**src/rtl/mem_bus_initiator_pkg.sv**
```systemverilog
// Shared types and constants for the memory-bus initiator.
package mem_bus_initiator_pkg;

  localparam int unsigned DEFAULT_ADDR_W    = 16;
  localparam int unsigned DEFAULT_DATA_W    = 16;
  localparam int unsigned DEFAULT_MEM_DEPTH = 16384;

  localparam logic [15:0] ERR_SAT = 16'hFFFF;

  typedef enum logic [1:0] {
    StIdle,
    StIssue,
    StWait,
    StResp
  } state_e;

endpackage

```
**src/rtl/mem_bus_initiator_register.sv**
```systemverilog
// Generic register with load enable and async active-low clear; used as MAR and MBR.
module mem_bus_initiator_register #(
  parameter int unsigned WIDTH = 16
) (
  input  logic             clk,
  input  logic             reset_n,
  input  logic             en,
  input  logic [WIDTH-1:0] d,
  output logic [WIDTH-1:0] q
);

  always_ff @(posedge clk or negedge reset_n) begin
    if (!reset_n) begin
      q <= '0;
    end else if (en) begin
      q <= d;
    end
  end

endmodule

```
**src/rtl/mem_bus_initiator.sv**
```systemverilog
// Single-outstanding load/store initiator: latches a request into MAR/MBR, runs one
// memory cycle on a synchronous single-port RAM and returns data/status on a response port.
module mem_bus_initiator
  import mem_bus_initiator_pkg::*;
#(
  parameter int unsigned ADDR_W       = DEFAULT_ADDR_W,
  parameter int unsigned DATA_W       = DEFAULT_DATA_W,
  parameter int unsigned MEM_DEPTH    = DEFAULT_MEM_DEPTH,
  parameter int unsigned READ_LATENCY = 1
) (
  input  logic              clk,
  input  logic              reset_n,
  input  logic              req_valid,
  output logic              req_ready,
  input  logic              req_write,
  input  logic [ADDR_W-1:0] req_addr,
  input  logic [DATA_W-1:0] req_wdata,
  output logic              rsp_valid,
  input  logic              rsp_ready,
  output logic [DATA_W-1:0] rsp_rdata,
  output logic              rsp_err,
  output logic [ADDR_W-1:0] mem_addr,
  output logic [DATA_W-1:0] mem_wdata,
  output logic              mem_we,
  input  logic [DATA_W-1:0] mem_rdata,
  output logic [15:0]       err_count
);

  localparam int unsigned        CNT_W       = $clog2(READ_LATENCY + 1);
  localparam logic [CNT_W-1:0]   CNT_INIT    = CNT_W'(READ_LATENCY);
  localparam logic [CNT_W-1:0]   CNT_LAST    = CNT_W'(1);
  localparam logic [ADDR_W:0]    DEPTH_LIMIT = (ADDR_W + 1)'(MEM_DEPTH);

  state_e              state_q, state_d;
  logic [CNT_W-1:0]    cnt_q, cnt_d;
  logic                write_q, write_d;
  logic [DATA_W-1:0]   rdata_q, rdata_d;
  logic                err_q, err_d;
  logic [15:0]         err_count_q, err_count_d;
  logic                err_inc;
  logic                accept;
  logic                addr_oor;

  // Requests are only looked at in IDLE; anything presented elsewhere is ignored.
  assign accept   = req_valid && (state_q == StIdle);
  assign addr_oor = {1'b0, req_addr} >= DEPTH_LIMIT;

  mem_bus_initiator_register #(.WIDTH(ADDR_W)) u_mar (
    .clk     (clk),
    .reset_n (reset_n),
    .en      (accept),
    .d       (req_addr),
    .q       (mem_addr)
  );

  mem_bus_initiator_register #(.WIDTH(DATA_W)) u_mbr (
    .clk     (clk),
    .reset_n (reset_n),
    .en      (accept && req_write),
    .d       (req_wdata),
    .q       (mem_wdata)
  );

  always_comb begin
    state_d     = state_q;
    cnt_d       = cnt_q;
    write_d     = write_q;
    rdata_d     = rdata_q;
    err_d       = err_q;
    err_inc     = 1'b0;
    req_ready   = 1'b0;
    rsp_valid   = 1'b0;
    mem_we      = 1'b0;
    err_count_d = (err_count_q == ERR_SAT) ? err_count_q : err_count_q + 16'd1;

    unique case (state_q)
      StIdle: begin
        req_ready = 1'b1;
        if (req_valid) begin
          write_d = req_write;
          rdata_d = '0;
          err_d   = addr_oor;
          if (addr_oor) begin
            err_inc = 1'b1;
            state_d = StResp;
          end else begin
            state_d = StIssue;
          end
        end
      end
      StIssue: begin
        mem_we = write_q;
        if (write_q) begin
          state_d = StResp;
        end else begin
          cnt_d   = CNT_INIT;
          state_d = StWait;
        end
      end
      StWait: begin
        cnt_d = cnt_q - CNT_LAST;
        if (cnt_q == CNT_LAST) begin
          rdata_d = mem_rdata;
          state_d = StResp;
        end
      end
      StResp: begin
        rsp_valid = 1'b1;
        if (rsp_ready) begin
          state_d = StIdle;
        end
      end
      default: state_d = StIdle;
    endcase
  end

  always_ff @(posedge clk or negedge reset_n) begin
    if (!reset_n) begin
      state_q     <= StIdle;
      cnt_q       <= '0;
      write_q     <= 1'b0;
      rdata_q     <= '0;
      err_q       <= 1'b0;
      err_count_q <= '0;
    end else begin
      state_q <= state_d;
      cnt_q   <= cnt_d;
      write_q <= write_d;
      rdata_q <= rdata_d;
      err_q   <= err_d;
      if (err_inc) begin
        err_count_q <= err_count_d;
      end
    end
  end

  assign rsp_rdata = rdata_q;
  assign rsp_err   = err_q;
  assign err_count = err_count_q;

endmodule

```
**config.mk**
```make
export PLATFORM = sky130hd
export DESIGN_NAME = mem_bus_initiator
export DESIGN_NICKNAME = d
export VERILOG_FILES = /design/src/rtl/mem_bus_initiator_pkg.sv /design/src/rtl/mem_bus_initiator_register.sv /design/src/rtl/mem_bus_initiator.sv
export SDC_FILE = /design/constraint.sdc
export NUM_CORES = 1
export LEC_CHECK = 0
export ABC_AREA = 0
export BUFFER_PORTS_ARGS = -buffer_cell sky130_fd_sc_hd__buf_2
export CORE_MARGIN = 4
export CORE_UTILIZATION = 27
export CTS_CLUSTER_DIAMETER = 60
export DETAILED_ROUTE_END_ITERATION = 7
export GPL_TIMING_DRIVEN = 1
export PLACE_DENSITY_LB_ADDON = 0.12
export SLEW_MARGIN = 20
export SYNTH_ARGS = -nofsm -noshare
export SYNTH_HDL_FRONTEND = slang
export SYNTH_SLANG_ARGS = --single-unit
```
**constraint.sdc**
```tcl
create_clock -name clk -period 4.9 [get_ports clk]
set_input_delay 0.735 -clock clk [delete_from_list [all_inputs] [get_ports clk]]
set_output_delay 0.735 -clock clk [all_outputs]
set_load 0.02 [all_outputs]
```
; ---- Word level (Yosys, flattened, before mapping)
; Cells that the tools add are included.
[word_totals]
regBits = 69
[classes]
add_sub_neg = 2
magnitude_cmp = 1
n_eq_ne = 8
mux = 17
bitwise_logic = 1
reduce_logical = 10
[ops]
columns = op, n
row1 = 16-bit two-way mux, 2
row2 = 16-bit case mux with 2 select lines, 1
row3 = 16-bit by 1-bit adder with 16-bit output (second input constant), 1
row4 = 16-bit == test (second input constant), 1
row5 = 16-bit by 15-bit greater-or-equal comparator with 1-bit output (second input constant), 1
row6 = 1-bit two-way mux, 8
row7 = 2-bit two-way mux, 4
row8 = 2-bit != test (second input constant), 4
row9 = 2-bit case mux with 4 select lines, 1
row10 = 2-bit AND reduction, 3
row11 = 3-bit AND reduction, 2
row12 = 2-bit == test (second input constant), 2
row13 = 2-bit nonzero test, 2
row14 = 2-bit by 1-bit == test with 1-bit output (second input constant), 1
row15 = 1-bit logical AND, 2
row16 = 2-bit logical NOT, 1
row17 = 1-bit case mux with 2 select lines, 1
row18 = 1-bit NOT, 1
row19 = 1-bit subtractor (second input constant), 1

; ---- Depth between registers and ports, before layout
; Gate-level depths: netlist (run 1).
[logic_depth]
word_depth = 5
depth_mapped = 8

; ---- By module
; A second synthesis (run 1) with hierarchy kept.
[hier_totals]
hier_cells = 212
hier_area_um2 = 2994.1
[modules_own_cells]
columns = mod, n_inst, cells_per_inst, area_each_um2, seq_area_each_um2
row1 = mem_bus_initiator, 1, 144, 1695.4, 925.9
row2 = mem_bus_initiator_register, 2, 34, 649.4, 400.4

; ---- Worst setup path after synthesis (run 1)
; OpenSTA, ideal clock, no wires.
[synth_timing]
path_type = flip-flop to flip-flop
from = register state_q[0]
to = register rdata_q[10], in the netlist rsp_rdata[10]
t_arrival_ns = 1.808
required_ns = 4.834
path_slack_ns = 3.026
stages_incl_launch_ff = 8
path_buffers = 2
path_cell_list = dfrtp_1 -> inv_1 -> ha_1 -> buf_4 -> nor2b_1 -> nor2_1 -> clkbuf_1 -> a22o_1
[synth_via]
elab_chain_len = 3
elab_cells_between_ends = 7
[synth_lines]
columns = item, line
row1 = "start, declared", mem_bus_initiator.sv:34  ; state_e state_q, state_d;
row2 = "start signal, assigned", mem_bus_initiator.sv:119  ; state_q <= StIdle;
row3 = "start signal, assigned", mem_bus_initiator.sv:126  ; state_q <= state_d;
row4 = 2-bit == test or 2-bit logical NOT (tied branches), mem_bus_initiator.sv:76  ; unique case (state_q)
row5 = 2-bit != test (no line) or 2-bit nonzero test (tied branches), --
row6 = 3-bit AND reduction (no line), --
row7 = "end signal, assigned", mem_bus_initiator.sv:129  ; rdata_q <= rdata_d;
row8 = "end, declared", mem_bus_initiator.sv:37  ; logic [DATA_W-1:0] rdata_q, rdata_d;
; Parallel ways exist; a longest one is shown, timed or not.
; A chain may end at the register's enable or synchronous reset.

; ---- Final worst setup path (run 1)
[layout_timing]
from = register state_q[0]
to = output req_ready
[layout_via]
elab_chain_len = 2
[layout_lines]
columns = item, line
row1 = 2-bit logical NOT, mem_bus_initiator.sv:76
row2 = 1-bit two-way mux, mem_bus_initiator.sv:76
row3 = "end, declared", mem_bus_initiator.sv:14  ; output logic req_ready,
; No other way between the ends.

==> results.json, run 1 <==
{
  "end_kind": "primary output",
  "syn-cell-area_mm2": 0.00286,
  "cts_buffers": 9,
  "synth.distinct_cells": 35,
  "cp.arrival_ns": 1.51,
  "holdBufCountCts": 0,
  "firstDrtPassIters": 4,
  "diodes": 0,
  "viasPerCell": 4.45,
  "fin_area_mm2": 0.00383,
  "drv_cap": 0,
  "die_h_um": 111,
  "grt_pass1_wl_um": 11600,
  "slew_headroom": 0.402,
  "cts_setup_buffers": 0,
  "place_area_mm2": 0.00361,
  "drv_slew": 0,
  "fin_crit_sh": 0.459,
  "seq_area_frac_synth": 0.605,
  "area_growth_pct": 34.0,
  "hpwl_um": 5010,
  "power_density_mw_per_mm2": 629,
  "synthesis.nets": 266,
  "rsz0062_at_grt": "no",
  "status": "finished, final reports clean",
  "setup_viol_count_final": 0,
  "worst-slew-pin-transition_ns": 0.896,
  "die_w_um": 111,
  "crit_fanout": 10,
  "gp_congestion": 0.722,
  "fmax_mhz": 445,
  "ys_ff_latch": 69,
  "grt-ovfl-total": 0,
  "cts.sinks": 69,
  "nFillCells": 1057,
  "core_area_mm2": 0.0103,
  "gr-usage-all-layers": 0.117,
  "clk-insertion-delay-late_ns": 0.34,
  "start_kind": "flop",
  "finalSetupTns_ns": 0,
  "hold_viol_final": 0,
  "num_vias": 2112,
  "layout_common_cells": "buf_2 (120), dfrtp_1 (69), mux2_2 (32)",
  "syn_inst": 208,
  "drc_errors": 0,
  "ios": 121,
  "wirelength_um": 6830,
  "cts_tree": "yes",
  "initial_core_util": 0.277,
  "skew_ns": 0.0112,
  "wl_per_cell_um": 14.4,
  "ant_nets": 0,
  "power_leakage_nw": 2.03,
  "period_needed_ns": 2.25,
  "grt_max_degree": 41,
  "cp.required_ns": 4.16,
  "die-area_mm2": 0.0123,
  "drtIter0Drc": 65,
  "cts_root_buffer": "clkbuf_8",
  "holdCritPathClass": "flop to flop",
  "antenna_found_initial": 0,
  "htree_levels": 3,
  "clock_path_buffers": 2,
  "layout_commonest_cell": "buf_2",
  "ys_warn_count": 0,
  "rows": 37,
  "nets": 393,
  "synth_area_per_cell_um2": 13.7,
  "port_buffers": 120,
  "layout-drive-gt1-share": 0.516,
  "path_class": "flop to primary output",
  "ir_drop_uv": 219,
  "grt_pass1_vias": 2242,
  "post_cts_resized": 0,
  "clk_pin_slew_ns": 0.08
}
==> state kept, by name, summed over array words and instances (netlist names) <==
register and cells:
u_mbr.q 16, err_count 16, rsp_rdata 16, u_mar.q 16
cnt_q 1, write_q 1, rsp_err 1, state_q 2
==> cells by family (layout without fill, tap and decap cells) <==
logic type | Yosys count | after routing | share of synthesized area
DFF | 69 | 69 | 0.605
and+or+nand+nor | 49 | 49 | 0.100
muxes | 33 | 33 | 0.131
AOI/OAI and AO/OA | 28 | 28 | 0.0811
xor gates and xnor gates | 15 | 15 | 0.0460
buffers and inverters | 9 | 140 | 0.0145
adders and majority gates | 5 | 5 | 0.0219
==> power by group <==
part	switching [mW]	leakage (nW)	internal, mW
clock	0.212	0.105	0.297
sequential	0.113	0.868	0.788
combinational	0.592	1.05	0.404
total	0.918	2.03	1.49
==> synth_stat cells (all sizes together) <==
library cell	number	share of area
nor2	6	0.0088
a21oi	2	0.0035
o21ai	4	0.0070
nor4	4	0.0088
and4	2	0.0070
nor3	3	0.0053
mux2	33	0.13
o31ai	2	0.0053
o211ai	1	0.0074
xor2	15	0.046
and2	1	0.0022
nand2b	2	0.0044
nand4	3	0.0088
inv	4	0.0053
a221o	1	0.0035
dfrtp	69	0.60
clkbuf	1	0.0013
nor4b	2	0.011
and3	3	0.0066
or2	1	0.0022
ha	5	0.022
nand3	4	0.0070
nor3b	2	0.0053
nand2	14	0.018
buf	4	0.0079
nor2b	2	0.0044
a22o	16	0.049
a211oi	2	0.0053
==> critical path, cell delays in order, from the launching register on <==
cell and delay (ns):
dfrtp_1 0.43, inv_1 0.10, ha_1 0.39, buf_2 0.25
==> stage by stage <==
stage	hold slack (ns)	util	instances	total power, mW	setup WS (ns)
global route	0.508	0.371	475	2.58	2.44
detailed placement	0.459	0.350	460	1.92	2.59
CTS	0.480	0.371	475	2.45	2.61
finish	0.483	0.371	475	2.41	2.65
global placement	0.459	0.349	460	1.91	2.74
floorplan	0.439	-	208	1.58	3.03
==> metal layers <==
metal  GRT usage  wire [um]  vias to the layer above
li1            -          -                     1002
met1       0.160       3210                     1021
met2       0.169       3040                       84
met3      0.0349        493                        5
met4      0.0517         82                        0
met5           0          0                        -
==> path summary, 6_finish.rpt <==
kind / start / to / slack [ns] / depth (start not counted)
min in group asynchronous: reset_n / rsp_rdata[2] / 0.52 / 1
max in group asynchronous: reset_n / u_mbr.q[2] / 3.42 / 2
worst min-delay path: rsp_err / rsp_err / 0.48 / 2
worst min register to register: rsp_err / rsp_err / 0.48 / 2
worst max register to register: state_q[0] / u_mbr.q[3] / 2.66 / 4
worst max-delay path: state_q[0] / req_ready / 2.65 / 3
==> final cells by class <==
cell class | count | area, um2 | share of cell area
Clock buffer | 11 | 141 | 0.0369
Clock inverter | 4 | 72.6 | 0.0190
Inverter | 4 | 15.0 | 0.00392
Multi-Input combinational cell | 130 | 1090 | 0.286
Sequential cell | 69 | 1730 | 0.451
Tap cell | 136 | 170 | 0.0445
Timing Repair Buffer | 121 | 608 | 0.159
No activity file was read; power rests on OpenSTA's default activity.
==> run 2: changes to the inputs <==
==> constraint.sdc (replaced) <==
create_clock -name clk -period 2.16 [get_ports clk]
set_input_delay 0.324 -clock clk [delete_from_list [all_inputs] [get_ports clk]]
set_output_delay 0.324 -clock clk [all_outputs]
set_load 0.02 [all_outputs]
==> results.json, run 2 (synthesized netlist as in run 1, its figures left out) <==
{
  "status": "finished, final reports clean",
  "antenna_found_initial": 0,
  "gp_congestion": 0.714,
  "pwr-share-clk": 0.190,
  "r2r_setup_slack_ns": 0.24,
  "hpwl_um": 5380,
  "fin_crit_sh": 0.888,
  "drv_cap": 0,
  "p_total_mw": 5.39,
  "layout_common_cells": "buf_2 (120), dfrtp_1 (69), mux2_2 (32)",
  "cp.arrival_ns": 2.18,
  "port_buffers": 120,
  "fin_hold_ws_ns": 0.202,
  "wirelength_um": 7170,
  "rows": 37,
  "period_needed_ns": 1.92,
  "nets": 400,
  "initial_core_util": 0.277,
  "holdCritPathClass": "input port to flop",
  "grt_max_degree": 33,
  "fmax_mhz": 522,
  "firstDrtPassIters": 4,
  "nFillCells": 1057,
  "ios": 121,
  "wl_per_cell_um": 14.8,
  "clk-insertion-delay-late_ns": 0.33,
  "gr-usage-all-layers": 0.120,
  "stdcell_count": 483,
  "ant_nets": 0,
  "clk_pin_slew_ns": 0.08,
  "cts_root_buffer": "clkbuf_8",
  "pre_cts_slack_ns": -0.000994,
  "drtIter0Drc": 147,
  "p_comb_frac": 0.430,
  "worst-slew-pin-transition_ns": 0.662,
  "drv_slew": 0,
  "place_inst": 466,
  "die-area_mm2": 0.0123,
  "die_w_um": 111,
  "crit-reg2reg-launch": "state_q[1]",
  "fin_area_mm2": 0.00387,
  "cts_tree": "yes",
  "clock_path_buffers": 2,
  "layout-drive-gt1-share": 0.522,
  "htree_levels": 3,
  "diodes": 0,
  "die_h_um": 111,
  "grt_pass1_vias": 2311,
  "power_density_mw_per_mm2": 1390,
  "area_growth_pct": 35.5,
  "finalWorstSetupSlack_ns": 0.243,
  "power_leakage_nw": 2.05,
  "core_area_mm2": 0.0103,
  "min_from": "mem_rdata[6]",
  "crit_start": "state_q[1]",
  "skew_ns": 0.00809,
  "ir_drop_uv": 451,
  "drc_errors": 0,
  "slew_headroom": 0.558,
  "setup_viol_count_final": 0,
  "viasPerCell": 4.52,
  "start_kind": "flop",
  "p_int_mw": 3.28,
  "crit_fanout": 10,
  "power.share.switching": 0.392,
  "place_area_mm2": 0.00366,
  "end_kind": "flop",
  "cts_buffers": 9,
  "path_class": "flop to flop",
  "cts.sinks": 69,
  "hold_viol_final": 0,
  "switchingPower_mw": 2.11,
  "grt-ovfl-total": 0,
  "grt_pass1_wl_um": 12000,
  "layout_commonest_cell": "buf_2",
  "rsz0062_at_grt": "no",
  "pwr-share-seq": 0.380,
  "num_vias": 2181,
  "cp.required_ns": 2.42
}
[run 2: cell count changes in the layout (fill, tap and decap cells not counted)]
cell           change
clkinv_4           +1
clkinvlp_4         +1
bufinv_16          -1
o21ai_2            -1
clkbuf_8           -1
dlygate4sd3_1      +1
o21ai_1            +1
buf_4              +5
clkinv_2           +1
buf_12             +1
[run 2: final cells by class]
class / instances / area (um2) / share of cell area
clock buffer: 10 / 128 / 0.0330
clock inverter: 6 / 63.8 / 0.0165
inverter: 4 / 15.0 / 0.00388
multi-input combinational: 130 / 1090 / 0.282
sequential: 69 / 1730 / 0.446
tap: 136 / 170 / 0.0440
timing repair buffer: 128 / 676 / 0.175
[run 2: critical path: stages (launching register included)]
cell	delay, ns
dfrtp_1	0.43
inv_1	0.10
ha_1	0.29
o211ai_4	0.19
nand2b_1	0.26
nor4_1	0.40
xor2_1	0.17
[run 2: final timing paths]
check | to | cells past startpoint
setup reg to reg | err_count[15] | 6
min in group asynchronous | u_mar.q[0] | 2
hold reg to reg | write_q | 2
hold / removal | rsp_rdata[6] | 2
max in group asynchronous | rsp_rdata[7] | 3
setup / recovery | err_count[15] | 6
[run 2: what timing repair did]
item,CTS,global route
setup buffers,0,0
endpoints found under the hold margin,19,0
hold buffers,1,0
setup endpoints to repair,14,0
gates resized for setup,1,0
[run 2: per-stage QoR]
step | util | setup TNS (ns)
6_report | 0.375 | 0
5_1_grt | 0.375 | 0
4_1_cts | 0.375 | 0
3_5_place_dp | 0.355 | -0.00102
3_3_place_gp | 0.355 | 0
2_1_floorplan | - | 0
[run 2: power groups by stage]
stage | combinational, mW | sequential [mW] | clock (mW)
floorplan | 0.957 | 2.63 | 0
global placement | 2.32 | 2.07 | 0
detailed placement | 2.35 | 2.08 | 0
CTS | 2.36 | 2.05 | 1.08
global route | 2.52 | 2.13 | 1.13
finish | 2.32 | 2.05 | 1.03
[run 2: layer usage]
layer  vias up  GRT usage  share of wire
li1       1016          -              -
met1      1074      0.166           0.48
met2        83      0.182           0.44
met3         8     0.0306          0.069
met4         0     0.0419          0.010
met5         -          0              0
